--- src/rtl/song_sequencer_pkg.sv ---
// Shared definitions for the song sequencer: state encoding, ROM word layout,
// default widths and field-extraction helpers.
package song_sequencer_pkg;

    localparam int DEF_SONG_BITS = 2;
    localparam int DEF_IDX_BITS  = 5;
    localparam int DEF_NOTE_W    = 6;
    localparam int DEF_DUR_W     = 6;

    localparam int NOTE_MSB = 11;
    localparam int NOTE_LSB = 6;
    localparam int DUR_MSB  = 5;
    localparam int DUR_LSB  = 0;

    localparam logic [DEF_NOTE_W-1:0] NOTE_REST = 6'd0;
    localparam logic [DEF_DUR_W-1:0]  DUR_END   = 6'd0;

    typedef enum logic [2:0] {
        IDLE  = 3'd0,
        FETCH = 3'd1,
        WAIT  = 3'd2,
        PLAY  = 3'd3,
        DONE  = 3'd4
    } state_t;

    function automatic logic [DEF_NOTE_W-1:0] rom_note(input logic [NOTE_MSB:0] word);
        return word[NOTE_MSB:NOTE_LSB];
    endfunction

    function automatic logic [DEF_DUR_W-1:0] rom_dur(input logic [NOTE_MSB:0] word);
        return word[DUR_MSB:DUR_LSB];
    endfunction

endpackage

--- src/rtl/song_sequencer_if.sv ---
// Control, ROM and player-facing signals of the song sequencer.
// master = user control plus song ROM side, slave = the sequencer.
interface song_sequencer_if #(
    parameter int SONG_BITS = song_sequencer_pkg::DEF_SONG_BITS,
    parameter int IDX_BITS  = song_sequencer_pkg::DEF_IDX_BITS,
    parameter int NOTE_W    = song_sequencer_pkg::DEF_NOTE_W,
    parameter int DUR_W     = song_sequencer_pkg::DEF_DUR_W
);
    logic                          play;
    logic                          restart;
    logic [SONG_BITS-1:0]          song_sel;
    logic                          beat;
    logic [SONG_BITS+IDX_BITS-1:0] rom_addr;
    logic [NOTE_W+DUR_W-1:0]       rom_dout;
    logic [NOTE_W-1:0]             note_out;
    logic                          new_note;
    logic                          playing;
    logic                          song_done;
    logic [IDX_BITS-1:0]           idx_out;

    modport master (
        output play, restart, song_sel, beat, rom_dout,
        input  rom_addr, note_out, new_note, playing, song_done, idx_out
    );

    modport slave (
        input  play, restart, song_sel, beat, rom_dout,
        output rom_addr, note_out, new_note, playing, song_done, idx_out
    );
endinterface

--- src/rtl/song_sequencer_note_timer.sv ---
// Beat-driven duration counter: loads a note length, counts beats down while
// enabled and flags the beat that ends the note.
module note_timer
    import song_sequencer_pkg::*;
#(
    parameter int DUR_W = DEF_DUR_W
)(
    input  logic             clk,
    input  logic             reset_n,
    input  logic             clear,
    input  logic             load,
    input  logic [DUR_W-1:0] load_val,
    input  logic             enable,
    input  logic             beat,
    output logic             expire
);
    localparam logic [DUR_W-1:0] DUR_ONE  = {{(DUR_W-1){1'b0}}, 1'b1};
    localparam logic [DUR_W-1:0] DUR_ZERO = {DUR_W{1'b0}};

    logic [DUR_W-1:0] dur_cnt_r;

    assign expire = enable && beat && (dur_cnt_r == DUR_ONE);

    // Duration counter: clear beats load, a frozen count holds while disabled.
    always_ff @(posedge clk) begin
        if (!reset_n) begin
            dur_cnt_r <= DUR_ZERO;
        end else if (clear) begin
            dur_cnt_r <= DUR_ZERO;
        end else if (load) begin
            dur_cnt_r <= load_val;
        end else if (enable && beat) begin
            if (dur_cnt_r > DUR_ONE) begin
                dur_cnt_r <= dur_cnt_r - DUR_ONE;
            end else begin
                dur_cnt_r <= DUR_ZERO;
            end
        end else begin
            dur_cnt_r <= dur_cnt_r;
        end
    end
endmodule

--- src/rtl/song_sequencer.sv ---
// Song sequencer: walks one song of the note ROM, absorbs the ROM read latency
// and holds each note for its duration in beats; play/pause, restart, end-of-song.
module song_sequencer
    import song_sequencer_pkg::*;
#(
    parameter int SONG_BITS = DEF_SONG_BITS,
    parameter int IDX_BITS  = DEF_IDX_BITS,
    parameter int NOTE_W    = DEF_NOTE_W,
    parameter int DUR_W     = DEF_DUR_W
)(
    input  logic           clk,
    input  logic           reset_n,
    song_sequencer_if.slave bus
);
    localparam logic [IDX_BITS-1:0]  IDX_ZERO  = {IDX_BITS{1'b0}};
    localparam logic [IDX_BITS-1:0]  IDX_ONE   = {{(IDX_BITS-1){1'b0}}, 1'b1};
    localparam logic [IDX_BITS-1:0]  IDX_MAX   = {IDX_BITS{1'b1}};
    localparam logic [SONG_BITS-1:0] SONG_ZERO = {SONG_BITS{1'b0}};
    localparam logic [NOTE_W-1:0]    NOTE_ZERO = {NOTE_W{1'b0}};

    state_t                state_r;
    logic [SONG_BITS-1:0]  song_r;
    logic [IDX_BITS-1:0]   idx_r;
    logic [NOTE_W-1:0]     note_out_r;
    logic                  new_note_r;
    logic                  playing_r;
    logic                  song_done_r;

    logic [NOTE_W-1:0]     rom_note_s;
    logic [DUR_W-1:0]      rom_dur_s;
    logic                  load_s;
    logic                  enable_s;
    logic                  expire_s;

    assign rom_note_s = rom_note(bus.rom_dout);
    assign rom_dur_s  = rom_dur(bus.rom_dout);

    // Timer only loads a real note and only counts in PLAY while playing; restart overrides both.
    assign load_s   = (state_r == WAIT) && !bus.restart && (rom_dur_s != DUR_END);
    assign enable_s = (state_r == PLAY) && bus.play && !bus.restart;

    note_timer #(.DUR_W(DUR_W)) u_timer (
        .clk      (clk),
        .reset_n  (reset_n),
        .clear    (bus.restart),
        .load     (load_s),
        .load_val (rom_dur_s),
        .enable   (enable_s),
        .beat     (bus.beat),
        .expire   (expire_s)
    );

    // Sequencer FSM with registered player outputs; new_note/song_done are single-cycle pulses.
    always_ff @(posedge clk) begin
        if (!reset_n) begin
            state_r     <= IDLE;
            song_r      <= SONG_ZERO;
            idx_r       <= IDX_ZERO;
            note_out_r  <= NOTE_ZERO;
            new_note_r  <= 1'b0;
            playing_r   <= 1'b0;
            song_done_r <= 1'b0;
        end else begin
            new_note_r  <= 1'b0;
            song_done_r <= 1'b0;
            if (bus.restart) begin
                state_r    <= IDLE;
                idx_r      <= IDX_ZERO;
                note_out_r <= NOTE_ZERO;
                playing_r  <= 1'b0;
            end else begin
                case (state_r)
                    IDLE: begin
                        playing_r <= 1'b0;
                        if (bus.play) begin
                            state_r <= FETCH;
                            song_r  <= bus.song_sel;
                            idx_r   <= IDX_ZERO;
                        end
                    end
                    FETCH: begin
                        playing_r <= 1'b0;
                        state_r   <= WAIT;
                    end
                    WAIT: begin
                        if (rom_dur_s == DUR_END) begin
                            state_r     <= DONE;
                            song_done_r <= 1'b1;
                            note_out_r  <= NOTE_REST;
                            playing_r   <= 1'b0;
                        end else begin
                            state_r    <= PLAY;
                            note_out_r <= rom_note_s;
                            new_note_r <= 1'b1;
                            playing_r  <= bus.play;
                        end
                    end
                    PLAY: begin
                        if (expire_s) begin
                            playing_r <= 1'b0;
                            // The last slot of a song always ends the song; the index never wraps.
                            if (idx_r == IDX_MAX) begin
                                state_r     <= DONE;
                                song_done_r <= 1'b1;
                                note_out_r  <= NOTE_REST;
                            end else begin
                                state_r <= FETCH;
                                idx_r   <= idx_r + IDX_ONE;
                            end
                        end else begin
                            playing_r <= bus.play;
                        end
                    end
                    DONE: begin
                        note_out_r <= NOTE_REST;
                        playing_r  <= 1'b0;
                        if (!bus.play) begin
                            state_r <= IDLE;
                            idx_r   <= IDX_ZERO;
                        end
                    end
                    default: begin
                        state_r    <= IDLE;
                        idx_r      <= IDX_ZERO;
                        note_out_r <= NOTE_ZERO;
                        playing_r  <= 1'b0;
                    end
                endcase
            end
        end
    end

    assign bus.rom_addr  = {song_r, idx_r};
    assign bus.note_out  = note_out_r;
    assign bus.new_note  = new_note_r;
    assign bus.playing   = playing_r;
    assign bus.song_done = song_done_r;
    assign bus.idx_out   = idx_r;
endmodule

--- src/flat_wrapper.sv ---
// flat-port wrapper written by rule: the top's interface ports become plain ports
module song_sequencer_flat import song_sequencer_pkg::*;
#(
    parameter int SONG_BITS = DEF_SONG_BITS,
    parameter int IDX_BITS  = DEF_IDX_BITS,
    parameter int NOTE_W    = DEF_NOTE_W,
    parameter int DUR_W     = DEF_DUR_W
)
  (clk, reset_n, bus_play, bus_restart, bus_song_sel, bus_beat, bus_rom_dout, bus_rom_addr, bus_note_out, bus_new_note, bus_playing, bus_song_done, bus_idx_out);
  song_sequencer_if #(.SONG_BITS(SONG_BITS), .IDX_BITS(IDX_BITS), .NOTE_W(NOTE_W), .DUR_W(DUR_W)) bus_i ();
  input  logic clk;
  input  logic reset_n;
  input wire logic [$bits(bus_i.play)-1:0] bus_play;
  input wire logic [$bits(bus_i.restart)-1:0] bus_restart;
  input wire logic [$bits(bus_i.song_sel)-1:0] bus_song_sel;
  input wire logic [$bits(bus_i.beat)-1:0] bus_beat;
  input wire logic [$bits(bus_i.rom_dout)-1:0] bus_rom_dout;
  output wire logic [$bits(bus_i.rom_addr)-1:0] bus_rom_addr;
  output wire logic [$bits(bus_i.note_out)-1:0] bus_note_out;
  output wire logic [$bits(bus_i.new_note)-1:0] bus_new_note;
  output wire logic [$bits(bus_i.playing)-1:0] bus_playing;
  output wire logic [$bits(bus_i.song_done)-1:0] bus_song_done;
  output wire logic [$bits(bus_i.idx_out)-1:0] bus_idx_out;
  assign bus_i.play = bus_play;
  assign bus_i.restart = bus_restart;
  assign bus_i.song_sel = bus_song_sel;
  assign bus_i.beat = bus_beat;
  assign bus_i.rom_dout = bus_rom_dout;
  assign bus_rom_addr = bus_i.rom_addr;
  assign bus_note_out = bus_i.note_out;
  assign bus_new_note = bus_i.new_note;
  assign bus_playing = bus_i.playing;
  assign bus_song_done = bus_i.song_done;
  assign bus_idx_out = bus_i.idx_out;
  song_sequencer #(.SONG_BITS(SONG_BITS), .IDX_BITS(IDX_BITS), .NOTE_W(NOTE_W), .DUR_W(DUR_W)) u_core (.clk(clk), .reset_n(reset_n), .bus(bus_i));
endmodule
--- config.mk ---
export PLATFORM = sky130hd
export DESIGN_NAME = song_sequencer_flat
export DESIGN_NICKNAME = d
export VERILOG_FILES = /design/src/rtl/song_sequencer_pkg.sv /design/src/rtl/song_sequencer_if.sv /design/src/rtl/song_sequencer_note_timer.sv /design/src/rtl/song_sequencer.sv /design/src/flat_wrapper.sv
export SDC_FILE = /design/constraint.sdc
export NUM_CORES = 1
export LEC_CHECK = 0
export ABC_AREA = 1
export CORE_ASPECT_RATIO = 1.25
export CORE_MARGIN = 2
export CORE_UTILIZATION = 49
export DETAILED_ROUTE_END_ITERATION = 16
export HOLD_SLACK_MARGIN = 0.06
export PLACE_DENSITY = 0.82
export SYNTH_ARGS = -nofsm -noshare
export SYNTH_HDL_FRONTEND = slang
export SYNTH_SLANG_ARGS = --single-unit
--- constraint.sdc ---
create_clock -name clk -period 2.1 [get_ports clk]
set_clock_uncertainty 0.15 [all_clocks]
set_input_delay 0.63 -clock clk [delete_from_list [all_inputs] [get_ports clk]]
set_output_delay 0.63 -clock clk [all_outputs]
set_load 0.005 [all_outputs]
==> summary.md, run 1 <==
| Metric | Value |
|---|---|
| Actual slew at the worst max-slew pin | `0.2748 ns` |
| Detailed Place HPWL | `2753 um` |
| Crit-path cells | `clkdlybuf4s50_1` |
| Die H | `67.57 um` |
| Effective utilization at floorplan | `50.50%` |
| Die width | `54.86 um` |
| Post-route cell area | `0.002096 mm^2` |
| WL per Instance | `11.27 um` |
| Post-layout util | `66.81%` |
| Worst-Skew Late Latency | `between 0.2 and 0.3 ns` |
| Post-synth ARST share | `0%` |
| Placed cells | `312` |
| Power per Cell Area | `452.9 mW/mm^2` |
| Max Slew Vio Count | `0` |
| Die area | `~0.0037 mm^2` |
| Synth unique cells | `26` |
| First-pass GRT wire length | `5940 um` |
| Unrepaired setup endpoints after global routing | `false` |
| Yosys reg bits | `25` |
| Buffers on Ports | `39` |
| Vias/cell | `between 5 and 6` |
| Most frequent cell after synthesis | `nand3_1` |
| GRT Total Usage | `21.67%` |
| Min Hold Slack | `0.3435 ns` |
| Post-route antenna net violation count | `0` |
| CTS Sinks | `25` |
| Syn_nets | `256` |
| Proportion of synthesized area in mux cells | `0%` |
| Area of the multi-input gates | `895.9 um^2` |
| Reg clk slew, reported paths | `~0.08 ns` |
| Largest net degree at the start of global routing | `25` |
| Placement Cell Area | `between 0.002 and 0.0025 mm^2` |
| Worst path buffer plus inverter count | `1` |
| FMAX | `slightly below 0.5 GHz` |
| Final #Nets | `303` |
| Cell family with the largest share of critical-path delay | `buffers and inverters` |
| Hold/Removal Path Class | `reg -> reg` |
| Detailed Routing Iterations Pass 1 | `4` |
| Total CTS buffers | `3` |
| Reg area | `500.5 um^2` |
| Pleak | `0.0009086 uW` |
| Minimum clock period after layout | `2.035 ns` |
| Max cap viols | `0` |
| Max rail drop VDD | `between 0.4 and 0.5 mV` |
| Worst EP required | `about 1.3 ns` |
| # rows | `23` |
| Slowest cell on the critical path | `clkdlybuf4s50_1` |
| Relative slew margins | `81.65%` |
| Area Overhead vs Synth | `32.31%` |
| Fin crit share | `96.91%` |
| Post-route DRC | `0` |
| CORE AREA | `0.003137 mm^2` |
| Area leader, netlist | `dfxtp_1` |
| Synthesized-area fraction occupied by and/or/nand/nor cells | `45.58%` |
| Mapped Area | `0.001584 mm^2` |
| CTS root buf | `clkbuf_8` |
| Critical path fanouts, max | `7` |
| CP Data Arrival Time | `1.26 ns` |
| Routed via count | `1,592` |
| Count of final hold-check violations | `0` |
| Synth area leaders | `dfxtp_1, nand3_1, nand2_1, nor2_1, inv_1` |
| Ports | `40` |
| Initial DRC Count | `34` |
| N_diodes | `0` |
| Syn avg cell area | `6.798 um^2` |
| Worst stage delay on the critical path | `0.55 ns` |
| Hold_buf cts | `0` |
| Yosys top cell area share | `31.60%` |
| DRT Wirelength | `around 3600 um` |
| Final std cells w/o fill | `316` |
| Post-synthesis xor/xnor area fraction | `less than 1%` |
| Number of enable flip-flop cells after synthesis | `0` |
| Post-Synthesis Cells | `233` |
| FILL cells | `264` |
| Register area share after synthesis | `31.60%` |
| Gpl congestion | `0.8156` |
| Htree depth | `1` |
| Post-synth top cells | `nand3_1, nand2_1, nor2_1, dfxtp_1, inv_1` |
| Synthesized-area fraction occupied by adder cells | `approximately 3.2%` |
| Initial antenna violation count | `0` |
| TritonCTS clock tree | `yes` |
| Main combinational cell family by area after synthesis | `simple AND/OR/NAND/NOR gates` |
| Gr ovfl total | `0` |
| Compound-Gate Fraction of Synth Area | `7.267%` |
| YS warnings | `0` |
| Clock Tree Buf Depth | `2` |
| Crit start category | `flop` |
| Post-CTS setup buffer count | `0` |
| Top_reg_cell synth | `dfxtp_1` |
| Tot Pwr | `949.2 uW` |
| Share of post-route cells with drive strength above 1 | `14.70%` |
| Worst setup EP type | `output pin` |
| Post-CTS sizing | `0` |
| Outcome | `complete, no violations` |
| Final setup vio count | `0` |
| Vias in the first global route | `1,393` |
| WS Path Type | `reg -> out` |
==> placed cells by master (no fill, tap or decap), drive strengths merged <==
cell / Yosys / final
nor2: 42 / 42
buf: 10 / 13
o21ai: 3 / 3
clkbuf: 0 / 3
inv: 26 / 26
clkinv: 1 / 2
nand3: 50 / 50
nand3b: 1 / 1
dfxtp: 25 / 25
xor2: 1 / 1
clkdlybuf4s50: 0 / 39
a21oi: 15 / 15
nand2: 47 / 47
o21bai: 1 / 1
ha: 4 / 4
a31oi: 1 / 1
nand4: 4 / 4
or2: 2 / 2
==> worst paths after layout <==
| kind | slack, ns | startpoint | cells past startpoint | end |
|---|---|---|---|---|
| min | 0.34 | u_core.song_r[0] | 2 | u_core.song_r[0] |
| max | 0.06 | u_core.bus.idx_out[0] | 1 | bus_rom_addr[0] |
| min reg2reg | 0.34 | u_core.song_r[0] | 2 | u_core.song_r[0] |
| max reg2reg | 0.25 | u_core.bus.idx_out[0] | 10 | u_core.bus.idx_out[3] |
==> cell type report <==
class                   count  share of cell area [%]
inverters                  27                   5.075
well taps                  37                   2.209
flip-flops and latches     25                   23.88
multi-input cells         171                   42.75
clock buffers               3                   1.970
clock inverters             1                  0.2388
repair buffers             52                   23.88
==> flip-flops by register name, summed over array words and instances (netlist names) <==
register	count
u_core.state_r	3
u_core.song_r	2
u_core.bus.new_note	1
u_core.bus.idx_out	5
u_core.bus.note_out	6
u_core.bus.song_done	1
u_core.u_timer.dur_cnt_r	6
u_core.bus.playing	1
==> logic make-up after synthesis <==
family	Yosys count
AOI/OAI and AO/OA	20
buffers and inverters	37
xor gates and xnor gates	1
and+or+nand+nor	146
adders and majority gates	4
DFF	25
==> through the flow <==
step | setup slack [ns] | setup TNS, ns
3_5_place_dp | -0.1228 | -1.666
6_report | 0.06488 | 0
3_3_place_gp | -0.1043 | -1.521
2_1_floorplan | 0.3933 | 0
4_1_cts | 0.05432 | 0
5_1_grt | 0.002510 | 0
==> metal layers <==
| layer | up-vias | share of wire [%] | global-route usage, % |
|---|---|---|---|
| met3 | 5 | 4.4 | 1.991 |
| li1 | 842 | - | - |
| met4 | 0 | 1.4 | 7.500 |
| met5 | - | 0 | 0 |
| met2 | 38 | 50 | 37.50 |
| met1 | 707 | 44 | 27.26 |
==> report_power, final <==
part	internal (uW)	switching, uW
registers	485	12.9
logic	91.4	76.0
clock network	133	151
total	709	240
Power figures use the tool's default switching activity.
==> run 2: changes to the inputs <==
--- a/config.mk
+++ b/config.mk
@@ -8,10 +8,12 @@
 export ABC_AREA = 1
 export CORE_ASPECT_RATIO = 1.25
 export CORE_MARGIN = 2
-export CORE_UTILIZATION = 49
+export CORE_UTILIZATION = 48
 export DETAILED_ROUTE_END_ITERATION = 16
 export HOLD_SLACK_MARGIN = 0.06
 export PLACE_DENSITY = 0.82
+export SETUP_SLACK_MARGIN = 0.2
 export SYNTH_ARGS = -nofsm -noshare
 export SYNTH_HDL_FRONTEND = slang
+export SYNTH_HIERARCHICAL = 1
 export SYNTH_SLANG_ARGS = --single-unit
==> run 2 against run 1 <==
Against the previous run: final cell count unchanged; global-route usage up 0.56 points; count of clock-buffer cells in the layout unchanged; area after synthesis down 7.3%; synthesized cell count down 6.4%; first-iteration DRC count down 21%; critical path type is now reg -> reg; fmax up 9.5%; register-to-register slack about the same; sequential power down 2%; critical path depth up 9; final area up 3.2%.
==> summary.md, run 2 <==
| Metric | Value |
|---|---|
| Actual slew at the worst max-slew pin | `0.2916 ns (+0.01682 ns)` |
| Most used cell, CP | `buf_4` |
| Count of final hold-check violations | `0 (unchanged)` |
| Area Overhead vs Synth | `47.27%` |
| Die width | `53.48 um (-2.5%)` |
| Hold_buf cts | `0 (unchanged)` |
| Most frequent cell after synthesis | `nand2_1` |
| CORE AREA | `0.002918 mm^2 (-7.0%)` |
| GRT Total Usage | `22.23% (+0.56 points)` |
| Hold/Removal Path Class | `reg -> reg` |
| TritonCTS clock tree | `yes` |
| Yosys top cell area share | `34.07% (+2.5 points)` |
| Post-synth ARST share | `0% (unchanged)` |
| Total CTS buffers | `3 (unchanged)` |
| RR Endpoint | `u_core/bus.idx_out[3]` |
| Crit start category | `flop` |
| Post-Synthesis Cells | `218 (-6.4%)` |
| Reg-to-Reg Start | `u_core/bus.idx_out[0]` |
| Hold Crit Start | `u_core/bus.note_out[5]` |
| Syn_nets | `241 (-5.9%)` |
| Dpl ws | `-0.3383 ns (-0.2155 ns)` |
| Area leader, netlist | `dfxtp_1` |
| Buffers on Ports | `39 (unchanged)` |
| Initial antenna violation count | `0 (unchanged)` |
| Critical path fanouts, max | `3 (-4)` |
| Detailed Routing Iterations Pass 1 | `4 (unchanged)` |
| First-pass GRT wire length | `5830 um (-1.9%)` |
| CTS Sinks | `25 (unchanged)` |
| Worst R2R Setup Slack | `0.24 ns (about the same)` |
| Post-synth top cells | `nand2_1, inv_1, nor2_1, dfxtp_1, a21oi_1` |
| PnR worst setup slack | `0.2410 ns (+0.1762 ns)` |
| Crit-path cells | `buf_4, ha_1, nand2_2, nor2_2, ha_2, o21ai_4, buf_4, buf_4, a21oi_1, nor2_1` |
| Die H | `65.85 um (-2.5%)` |
| Max rail drop VDD | `0.4583 mV (-2.9%)` |
| Htree depth | `1 (unchanged)` |
| Power per Cell Area | `413.2 mW/mm^2 (-8.8%)` |
| Max Slew Vio Count | `0 (unchanged)` |
| Detailed Place HPWL | `2618 um (-4.9%)` |
| Worst-Skew Late Latency | `0.34 ns (+0.07 ns)` |
| Clock Tree Buf Depth | `2 (unchanged)` |
| Worst EP required | `2.19 ns (+0.87 ns)` |
| Synth unique cells | `26 (unchanged)` |
| WS Path Type | `reg -> reg` |
| Final #Nets | `304 (+0.33%)` |
| # rows | `22 (-4.3%)` |
| Slowest cell on the critical path | `dfxtp_4` |
| Mapped Area | `0.001469 mm^2 (-7.3%)` |
| Final setup vio count | `0 (unchanged)` |
| Syn avg cell area | `6.738 um^2 (-0.89%)` |
| Vias in the first global route | `1,433 (+2.9%)` |
| Worst stage delay on the critical path | `0.37 ns (-0.18 ns)` |
| Most common cell after layout, fill and taps aside | `nand2_1` |
| Largest net degree at the start of global routing | `16 (-36%)` |
| Share of post-route cells with drive strength above 1 | `29.29% (+15 points)` |
| N_diodes | `0 (unchanged)` |
| DRT Wirelength | `3651 um (+2.5%)` |
| Reg clk slew, reported paths | `0.15 ns (+0.07 ns)` |
| Most frequent cells in the layout | `nand2_1, inv_1, dlygate4sd2_1, buf_4, nor2_1` |
| Top_reg_cell synth | `dfxtp_1` |
| Effective utilization at floorplan | `50.34% (-0.16 points)` |
| Worst setup EP type | `flop` |
| Yosys reg bits | `25 (unchanged)` |
| Routed via count | `1,525 (-4.2%)` |
| Min Hold Slack | `0.3199 ns (-0.02366 ns)` |
| CTS root buf | `clkbuf_4` |
| Ports | `40 (unchanged)` |
| R2R depth | `10 (unchanged)` |
| WL per Instance | `11.55 um (+2.5%)` |
| Hold depth | `2 (unchanged)` |
| YS warnings | `6 (+6)` |
| CP Data Arrival Time | `1.95 ns (+0.69 ns)` |
| Outcome | `complete, no violations` |
| Max cap viols | `0 (unchanged)` |
| Fin crit share | `88.52% (-8.4 points)` |
| Gpl congestion | `0.8705 (+6.7%)` |
| Minimum clock period after layout | `1.859 ns (-0.1762 ns)` |
| Number of enable flip-flop cells after synthesis | `0 (unchanged)` |
| FMAX | `0.5379 GHz (+9.5%)` |
| Die area | `0.003522 mm^2 (-5.0%)` |
| Post-route DRC | `0 (unchanged)` |
| Initial DRC Count | `27 (-21%)` |
| Worst min-delay path endpoint | `u_core/bus.note_out[5]` |
| Vias/cell | `4.826 (-4.2%)` |
| Gr ovfl total | `0 (unchanged)` |
| Synth area leaders | `dfxtp_1, nand2_1, inv_1, nor2_1, a21oi_1` |
| Unrepaired setup endpoints after global routing | `true` |
| Post-route antenna net violation count | `0 (unchanged)` |
| Relative slew margins | `80.35% (-1.3 points)` |
| Pleak | `0.001069 uW (+18%)` |
| Register area share after synthesis | `34.07% (+2.5 points)` |
run 2: cell count changes in the layout (fill, tap and decap cells not counted), moves of 4 or more:
cell / delta
buf_4: +11
clkdlybuf4s50_1: -27
dfxtp_1: -16
dfxtp_2: +12
dfxtp_4: +4
dlygate4sd2_1: +23
dlymetal6s2s_1: +4
inv_1: +8
nand2_1: +5
nand3_1: -34
nor2_1: -10
o21ai_1: +5
run 2: worst max-delay path, delay by kind of cell, from the launching register on:
kind                       cells  cell delay, ns
adders and majority gates      2            0.41
buffers and inverters          3            0.38
and+or+nand+nor                3            0.21
DFF                            1            0.37
AOI/OAI and AO/OA              2            0.24
run 2: stage by stage:
step           TNS, ns  cell area, um^2  instances  util (%)  total power [uW]
6_report             0             2163        316     74.14             894.0
5_1_grt              0             2163        316     74.14             939.8
4_1_cts              0             2092        314     71.70             892.2
3_5_place_dp    -5.438             1988        302     68.14             659.3
3_3_place_gp    -4.606             1988        302     68.14             658.4
2_1_floorplan        0             1485        218         -             575.2
run 2: repair_timing:
action	in CTS	in global routing
buffers inserted	8	2
resized for setup	48	19
pin swaps	3	8
cloned	0	0
endpoints found under the setup margin	42	21
run 2: cells by family after synthesis:
kind of cell	count (synthesis)	synth area share, %
AOI/OAI and AO/OA	33	12.44
xor gates and xnor gates	1	0.5964
adders and majority gates	4	3.407
buffers and inverters	42	12.01
DFF	25	34.07
and+or+nand+nor	113	37.48
run 2: layout make-up:
| class | count | area, um^2 |
|---|---|---|
| fill | 237 | 754.5 |
| multi-input combinational | 151 | 863.3 |
| inverter | 37 | 138.9 |
| clock buffer | 3 | 22.52 |
| timing repair buffer | 63 | 555.5 |
| clock inverter | 1 | 7.507 |
| tap | 36 | 45.04 |
| sequential | 25 | 530.5 |
run 2: metal layers:
metal	share of wire [%]	GRT usage [%]	routed length, um	vias to the layer above
met3	3.9	3.167	141	8
met4	2.3	7.372	83	0
met2	54	43.06	1979	45
met5	0	0	0	-
met1	40	23.31	1446	670
li1	-	-	-	802
run 2: power by group:
part	internal (uW)	switching (uW)	leakage (uW)	total [uW]
Sequential	482	7.43	0.000211	489
Clock	73.1	162	0.0000139	236
Combinational	87.7	81.2	0.000844	169
Total	643	251	0.00107	894
run 2: how the worst max path moves through the flow:
stage                           from               endpoint  slack, ns  depth (start not counted)
5_1_grt            u_core/state_r[1]  u_core/bus.idx_out[0]       0.13                         12
3_5_place_dp                bus_play  u_core/bus.idx_out[4]      -0.34                         10
3_3_place_gp                bus_play  u_core/bus.idx_out[4]      -0.27                         10
4_1_cts        u_core/bus.idx_out[2]        bus_rom_addr[2]       0.11                          1
6_report       u_core/bus.idx_out[0]  u_core/bus.idx_out[3]       0.24                         10
2_1_floorplan      u_core/state_r[0]  u_core/bus.idx_out[4]       0.21                         11
